### config.mk
export PLATFORM = sky130hd
export DESIGN_NAME = variable_table_flip_ctrl
export DESIGN_NICKNAME = d
export VERILOG_FILES = /design/src/rtl/variable_table_flip_ctrl.sv
export SDC_FILE = /design/constraint.sdc
export NUM_CORES = 1
export LEC_CHECK = 0
export ABC_AREA = 0
export CAP_MARGIN = 20
export CORE_AREA = 2 2 368 370
export CTS_CLUSTER_DIAMETER = 50
export DETAILED_ROUTE_END_ITERATION = 8
export DIE_AREA = 0 0 370 372
export PLACE_DENSITY_LB_ADDON = 0.25
export REMOVE_ABC_BUFFERS = 1
export SLEW_MARGIN = 20
export SYNTH_ARGS = -nofsm -noshare
export SYNTH_HDL_FRONTEND = slang
export SYNTH_SLANG_ARGS = --single-unit
### constraint.sdc
create_clock -name clk_i -period 4.19 [get_ports clk_i]
set_input_delay 0.419 -clock clk_i [delete_from_list [all_inputs] [get_ports clk_i]]
set_output_delay 0.419 -clock clk_i [all_outputs]
set_load 0.03 [all_outputs]
### src/rtl/variable_table_flip_ctrl.sv
// variable_table_flip_ctrl: init sweep, read-invert-write flips and evaluator pass-through for the variable table cluster
module variable_table_flip_ctrl #(
   parameter int VARIABLE_ADDRESS_WIDTH = 11,
   parameter int CLUSTER_SIZE = 40,
   parameter int NUM_VARIABLES = 2048,
   parameter logic [15:0] LFSR_SEED = 16'hACE1
) (
   input  logic clk_i,
   input  logic rst_i,
   input  logic init_start_i,
   output logic init_busy_o,
   output logic init_done_o,
   input  logic flip_valid_i,
   output logic flip_ready_o,
   input  logic [VARIABLE_ADDRESS_WIDTH-1:0] flip_addr_i,
   output logic flip_done_o,
   output logic flip_old_value_o,
   output logic flip_err_o,
   input  logic eval_en_i,
   input  logic [CLUSTER_SIZE*VARIABLE_ADDRESS_WIDTH-1:0] eval_addr_mi,
   output logic eval_stall_o,
   output logic vt_axi_en_o,
   output logic vt_axi_wr_en_o,
   output logic [VARIABLE_ADDRESS_WIDTH-1:0] vt_axi_addr_o,
   output logic vt_axi_data_o,
   output logic vt_en_o,
   output logic vt_wr_en_o,
   output logic [CLUSTER_SIZE*VARIABLE_ADDRESS_WIDTH-1:0] vt_addr_mo,
   output logic vt_data_o,
   input  logic [CLUSTER_SIZE-1:0] vt_data_mi
);
   localparam int W = VARIABLE_ADDRESS_WIDTH;
   localparam logic [W:0] NV = (W+1)'(NUM_VARIABLES);
   localparam logic [W:0] LAST = (W+1)'(NUM_VARIABLES - 1);
   localparam logic [15:0] SEED = (LFSR_SEED == 16'd0) ? 16'd1 : LFSR_SEED;

   typedef enum logic [1:0] {IDLE, INIT, FLIP_RD, FLIP_WR} state_t;

   state_t state, state_nx;
   logic [W:0] cnt;
   logic [15:0] lfsr;
   logic [W-1:0] addr_q;
   logic init_done_q, done_q, err_q, old_q;
   logic accept, bad_addr, init_last, flipping;
   logic unused_data;

   assign unused_data = ^vt_data_mi[CLUSTER_SIZE-1:1];

   always_comb begin
      accept = state == IDLE && flip_valid_i && !init_start_i;
      // widened compare so NUM_VARIABLES = 2^W never reports an error
      bad_addr = {1'b0, flip_addr_i} >= NV;
      init_last = cnt == LAST;
      flipping = state == FLIP_RD || state == FLIP_WR;
      state_nx = state == IDLE ? (init_start_i ? INIT : (accept && !bad_addr) ? FLIP_RD : IDLE)
               : state == INIT ? (init_last ? IDLE : INIT)
               : state == FLIP_RD ? FLIP_WR : IDLE;
   end

   always_ff @(posedge clk_i) begin
      if (rst_i) begin
         state <= IDLE;
         cnt <= '0;
         lfsr <= SEED;
         addr_q <= '0;
         init_done_q <= 1'b0;
         done_q <= 1'b0;
         err_q <= 1'b0;
         old_q <= 1'b0;
      end else begin
         state <= state_nx;
         init_done_q <= state == INIT && init_last;
         done_q <= state == FLIP_WR || (accept && bad_addr);
         err_q <= accept && bad_addr;
         if (state == IDLE && init_start_i) cnt <= '0;
         else if (state == INIT) cnt <= cnt + 1'b1;
         if (state == INIT) lfsr <= {lfsr[14:0], lfsr[15] ^ lfsr[13] ^ lfsr[12] ^ lfsr[10]};
         if (accept) addr_q <= flip_addr_i;
         if (state == FLIP_WR) old_q <= vt_data_mi[0];
      end
   end

   assign init_busy_o = state == INIT;
   assign init_done_o = init_done_q;
   assign flip_ready_o = state == IDLE && !init_start_i;
   assign flip_done_o = done_q;
   assign flip_err_o = err_q;
   assign flip_old_value_o = old_q;
   assign eval_stall_o = state != IDLE;
   assign vt_axi_en_o = init_busy_o;
   assign vt_axi_wr_en_o = init_busy_o;
   assign vt_axi_addr_o = init_busy_o ? cnt[W-1:0] : '0;
   assign vt_axi_data_o = init_busy_o & lfsr[0];
   assign vt_en_o = state == IDLE ? eval_en_i : flipping;
   assign vt_wr_en_o = state == FLIP_WR;
   assign vt_addr_mo = state == IDLE ? eval_addr_mi : flipping ? {CLUSTER_SIZE{addr_q}} : '0;
   assign vt_data_o = state == FLIP_WR & ~vt_data_mi[0];
endmodule

==> flow_summary.yaml, run 1 <==
finish:
  fillCellCount: 15420
  syn_to_final_growth_pct: 197.7
  multi_input_area_mm2: 0.004297
  postLayoutCoreUtil_pct: 12.76
  seq_area_um2: 880.8
  final_layout_size_suffix_gt1_share_pct: 6.196
  fin_nets: 2126
  stdcell_count: 3413
critical_path:
  critical_path_class: "reg -> out"
  max_stage_delay_ps: 710
  crit_path_frequent_cell: "buf_4"
  crit_chain: "buf_4 > and2_2 > buf_4 > a21o_1 > clkdlybuf4s50_1"
  worst_path_max_delay_cell: "clkdlybuf4s50_1"
  worst_setup_path_start_kind: "flip-flop"
  endpoint_kind: "primary output"
  path_max_fanout: 24
  cp.arrival_ps: 2950
  critical_path_required_ps: 3770
floorplanning:
  initial_core_util_pct: 4.287
  die_area_mm2: 0.1376
  die_w_um: 370
  fp-row-count: 135
  io_pins: 960
  die_h_um: 372
  coreArea_mm2: 0.1343
grt:
  antenna_found_initial: 79
  overflow: 0
  grt_pass1_wl_mm: 111.9
  track_usage_pct: 12.56
  grt_max_degree: 88
  grt_pass1_vias: 9906
timing:
  tns_ps: 0
  worst_slew_pin_slew_ps: 845.2
  finalCriticalPeriod_ps: 3368
  finalClockSkew_ps: 6.397
  drv_slew: 0
  fmax_ghz: 0.2969
  rsz0062_at_grt: "no"
  relSlewSlack_pct: 43.41
  setup_violations: 0
  period_share_pct: 80.38
  hold_violations: 0
run_status:
  status: "finished, final reports clean"
detailed_routing:
  routed_via_density: 2.944
  postRouteAntennaNets: 0
  drcViolationCount: 0
  wl_met1_mm: 37.88
  drt_iter0_markers: 554
  top_layer: "met5"
  drt_first_pass_iters: 5
  drt-total-wl_mm: 92.79
  wl_met3_mm: 11.21
  num_vias: 10050
  wl_met2_mm: 41.47
  wire_per_inst_um: 27.19
logic_synthesis:
  synth_top_area_share_pct: 57.51
  synth.cell_area_mm2: 0.005757
  synth_cell_type_count: 37
  avgSynthCellArea_um2: 7.306
  ys_warn_count: 0
  synth_edf_count: 0
  synth_flop_cell: "dfxtp_1"
  ys_ff_latch: 44
  synth_area_leader_cell: "a21o_1"
  synth_top_cells_by_area: "a21o_1 58%, dfxtp_1 15%, buf_2 6.8%"
  syn_inst: 788
  ys_seq_area_share_pct: 15.30
  async_reset_ff_share_pct: 0
clock_tree:
  clkLatencyLatePin_ps: 290
  htree_num_levels: 2
  cts_tree: "done"
  cts_setup_buffers: 0
  clk_path_buf_depth: 2
  cts-buffers-inserted: 5
  postCtsResizedCells: 0
  cts_hold_buf: 0
  clk_pin_slew_ps: 70
  cts_sinks: 44
  root_buffer: "clkbuf_16"
power:
  p_leak_nw: 8.483
  ir_drop_mv: 0.1294
  cellPowerDensity_mw_per_mm2: 305.5
placed_design:
  gp_congestion: 0.8369
  portBuffers: 919
  dp_cells: 3403
  dp_hpwl_mm: 83.07
worst_hold_path:
  min_path_type: "reg -> reg"
flow_run:
  maxCapViolations: 0
## layer usage
| metal | global-route usage [%] | vias to the layer above |
|---|---|---|
| met4 | 2.173 | 38 |
| met3 | 6.445 | 95 |
| met5 | 0 | - |
| met2 | 20.08 | 651 |
| met1 | 15.09 | 4796 |
| li1 | - | 4467 |
## cell type report
type / count / share of cell area [%]
Clock inverter: 2 / 0.2263
Antenna cell: 2 / 0.02920
Tap cell: 1781 / 13.00
Multi-Input combinational cell: 613 / 25.07
Clock buffer: 6 / 0.8103
Inverter: 11 / 0.2409
Timing Repair Buffer: 954 / 55.48
Sequential cell: 44 / 5.139
## flip-flops by register name (all words and copies together) (netlist names)
register and flops:
addr_q 11, cnt 12, flip_done_o 1, flip_old_value_o 1
init_done_o 1, lfsr 16, state 2
## cells by family after synthesis
group	Yosys count	share of synthesized area (%)
buffers and inverters	131	10.56
xor gates and xnor gates	5	0.7607
DFF	44	15.30
and+or+nand+nor	119	10.87
adders and majority gates	1	0.2173
AOI/OAI and AO/OA	485	61.88
other	1	0.06514
muxes	2	0.3478
## synth_stat cells (2+ instances only)
cell      instances
nand2_1          59
o21ai_0           3
nand3b_1          2
or4_1             4
a211o_1           2
or3_1             2
buf_4             3
buf_1             3
xnor2_1           4
dfxtp_1          44
nor2_1           10
o31ai_1           5
nand4_1           2
nor4_1            3
o211ai_1          3
and2_1           19
nand3_1          10
inv_1            10
clkbuf_1         35
a21o_1          441
a21oi_1          30
mux2i_1           2
buf_2            78
## worst max-delay path, delay by kind of cell (launching register included)
| family | cells | cell delay [ps] |
|---|---|---|
| compound gates | 1 | 190 |
| simple gates | 1 | 590 |
| flops | 1 | 500 |
| buf+inv | 3 | 1330 |
## worst paths after layout
check            start        endpoint  slack (ps)  cells past startpoint
min reg2reg  addr_q[4]       addr_q[4]         450                      2
max reg2reg   state[1]          cnt[3]        2030                      5
max           state[1]  vt_addr_mo[17]         820                      5
min          addr_q[4]       addr_q[4]         450                      2
## report_power, final
group | leakage, nW | switching [W] | total, W | internal, W
combinational | 8.04 | 0.00250 | 0.00429 | 0.00179
clock | 0.0871 | 0.000177 | 0.000476 | 0.000299
sequential | 0.359 | 0.0000201 | 0.000468 | 0.000447
total | 8.48 | 0.00270 | 0.00524 | 0.00254
## metrics by stage
| step | instance area, um^2 | setup WS [ps] | hold WS [ps] | total power [W] |
|---|---|---|---|---|
| after floorplan | 5190 | -15200 | 425.7 | 0.002701 |
| after global placement | 16960 | 1070 | 446.7 | 0.004869 |
| after detailed placement | 16960 | 1095 | 443.0 | 0.004834 |
| after CTS | 17130 | 764.0 | 452.1 | 0.005346 |
| after global routing | 17130 | 652.8 | 472.1 | 0.005465 |
| final | 17140 | 822.2 | 450.9 | 0.005235 |
## layout by cell type, fill, tap and decap left out, types with 2 or more instances in the layout
master,count
o211ai_1,3
or3_1,2
nand3b_1,2
nor4_1,3
mux2i_1,2
a21o_1,441
xnor2_1,4
and2_2,10
o31ai_1,5
buf_4,64
clkbuf_16,5
a211o_1,2
nand3_1,10
nand2_1,59
o21ai_0,3
and2_1,9
or4_1,4
inv_1,10
clkdlybuf4s50_1,878
nand4_1,2
diode_2,2
nor2_1,9
dfxtp_1,44
a21oi_1,30
buf_12,12
No activity file was read; power rests on OpenSTA's default activity.
==> inputs of run 2 (changes only) <==
CORE_AREA = 2 2 374 376   (was 2 2 368 370)
DIE_AREA = 0 0 376 378   (was 0 0 370 372)
clock period = 3.1 ns   (was 4.19 ns; I/O delays follow)
==> run 2 against run 1 <==
Final area increased by 7.4%. Critical path depth is 1 higher. Die area is 3.3% higher. Combinational power grew 50%.
==> flow_summary.yaml, run 2 (synthesis gave the netlist of run 1 again) <==
critical_path:
  cp.arrival_ps: 2320
  path_max_fanout: 99
  cp-endpoint: "vt_addr_mo[134]"
  r2r_slack_ps: 1200
  worst_setup_path_start_kind: "flip-flop"
  r2r_end: "cnt[2]"
  cp-startpoint: "state[1]"
  r2r-start: "state[1]"
  endpoint_kind: "primary output"
  worstRegToRegCells: 7
  worst_path_max_delay_cell: "buf_12"
  critical_path_class: "reg -> out"
  crit_chain: "buf_4 > nor2_4 > buf_12 > buf_12 > a21o_1 > buf_4"
  critical_path_required_ps: 2790
  max_stage_delay_ps: 390
clock_tree:
  clk_path_buf_depth: 2
  cts-buffers-inserted: 5
  postCtsResizedCells: 0
  htree_num_levels: 2
  cts_tree: "done"
  clk_pin_slew_ps: 80
  cts_hold_buf: 0
  cts_sinks: 44
  clkLatencyLatePin_ps: 300
  cts_setup_buffers: 0
  root_buffer: "clkbuf_16"
timing:
  rsz0062_at_grt: "no"
  relSlewSlack_pct: 49.76
  hold_violations: 0
  tns_ps: 0
  worst_slew_pin_slew_ps: 750.4
  finalClockSkew_ps: 14.39
  fmax_ghz: 0.3800
  fin_ws_ps: 468.7
  finalCriticalPeriod_ps: 2631
  setup_violations: 0
  drv_slew: 0
  period_share_pct: 84.88
finish:
  final_area_mm2: 0.01841
  top_regs: "lfsr x16, cnt x12, addr_q x11"
  final_common_cell: "clkdlybuf4s50_1"
  stdcell_count: 3437
  final_layout_size_suffix_gt1_share_pct: 26.06
  final_cell_mix: "552 x clkdlybuf4s50_1, 441 x a21o_1, 221 x buf_4"
  syn_to_final_growth_pct: 219.7
  largest_reg_flops: 16
  top_register: "lfsr"
  fin_nets: 2123
grt:
  grt_pass1_vias: 9686
  overflow: 0
  antenna_found_initial: 49
  grt_pass1_wl_mm: 105.8
  track_usage_pct: 11.21
  grt_max_degree: 100
power:
  p_leak_nw: 9.536
  cellPowerDensity_mw_per_mm2: 417.9
  power_w: 0.007691
  ir_drop_mv: 0.2064
detailed_routing:
  num_vias: 9704
  routed_via_density: 2.823
  wire_per_inst_um: 24.86
  drt_first_pass_iters: 5
  drt-total-wl_mm: 85.44
  drcViolationCount: 0
  drt_iter0_markers: 454
  postRouteAntennaNets: 0
floorplanning:
  die_w_um: 376
  fp-row-count: 137
  io_pins: 960
  die_h_um: 378
  die_area_mm2: 0.1421
  initial_core_util_pct: 4.156
  coreArea_mm2: 0.1385
placed_design:
  dp_hpwl_mm: 76.16
  dp_cells: 3426
  gp_congestion: 0.8155
  portBuffers: 919
  dp_slack_ps: 747.4
  placed_area_mm2: 0.01823
flow_run:
  maxCapViolations: 0
worst_hold_path:
  min_path_type: "reg -> reg"
run_status:
  status: "finished, final reports clean"
==> run 2: metrics by stage <==
step                      util [%]  hold slack [ps]
after floorplan                  -            379.1
after global placement       13.16            446.1
after detailed placement     13.16            443.0
after CTS                    13.28            444.3
after global routing         13.28            474.8
final                        13.29            438.6
==> run 2: critical path, delay by kind of cell, from the launching register on <==
| family | cells | cell delay, ps |
|---|---|---|
| AO/OA/AOI/OAI | 1 | 290 |
| flip-flops | 1 | 310 |
| buffers and inverters | 4 | 1070 |
| AND/OR/NAND/NOR | 1 | 170 |
==> run 2: worst min path at each step <==
stage	cells after the start	slack, ps	endpoint	startpoint
3_3_place_gp	2	450	addr_q[0]	addr_q[0]
6_report	2	440	lfsr[9]	lfsr[8]
5_1_grt	2	470	addr_q[4]	addr_q[4]
3_5_place_dp	2	440	addr_q[4]	addr_q[4]
2_1_floorplan	1	380	addr_q[0]	rst_i
4_1_cts	2	440	lfsr[9]	lfsr[8]
==> run 2: final cells by class <==
class / count / area [um^2]
fill: 15770 / 120100
tap: 1807 / 2261
timing repair buffer: 951 / 10750
sequential: 44 / 880.8
clock buffer: 5 / 125.1
antenna: 3 / 7.507
inverter: 11 / 41.29
clock inverter: 3 / 46.29
multi-input combinational: 613 / 4297
==> run 2: power breakdown <==
group | leakage (nW) | internal, W | switching [W]
Combinational | 9.10 | 0.00290 | 0.00353
Clock | 0.0804 | 0.000384 | 0.000249
Sequential | 0.359 | 0.000605 | 0.0000283
==> run 2: per-layer routing <==
layer	wire length, um	vias up	global-route usage (%)
met1	36750	4643	14.46
li1	-	4464	-
met4	222	34	0.2868
met3	8236	48	4.165
met5	185	-	0
met2	40050	515	18.66
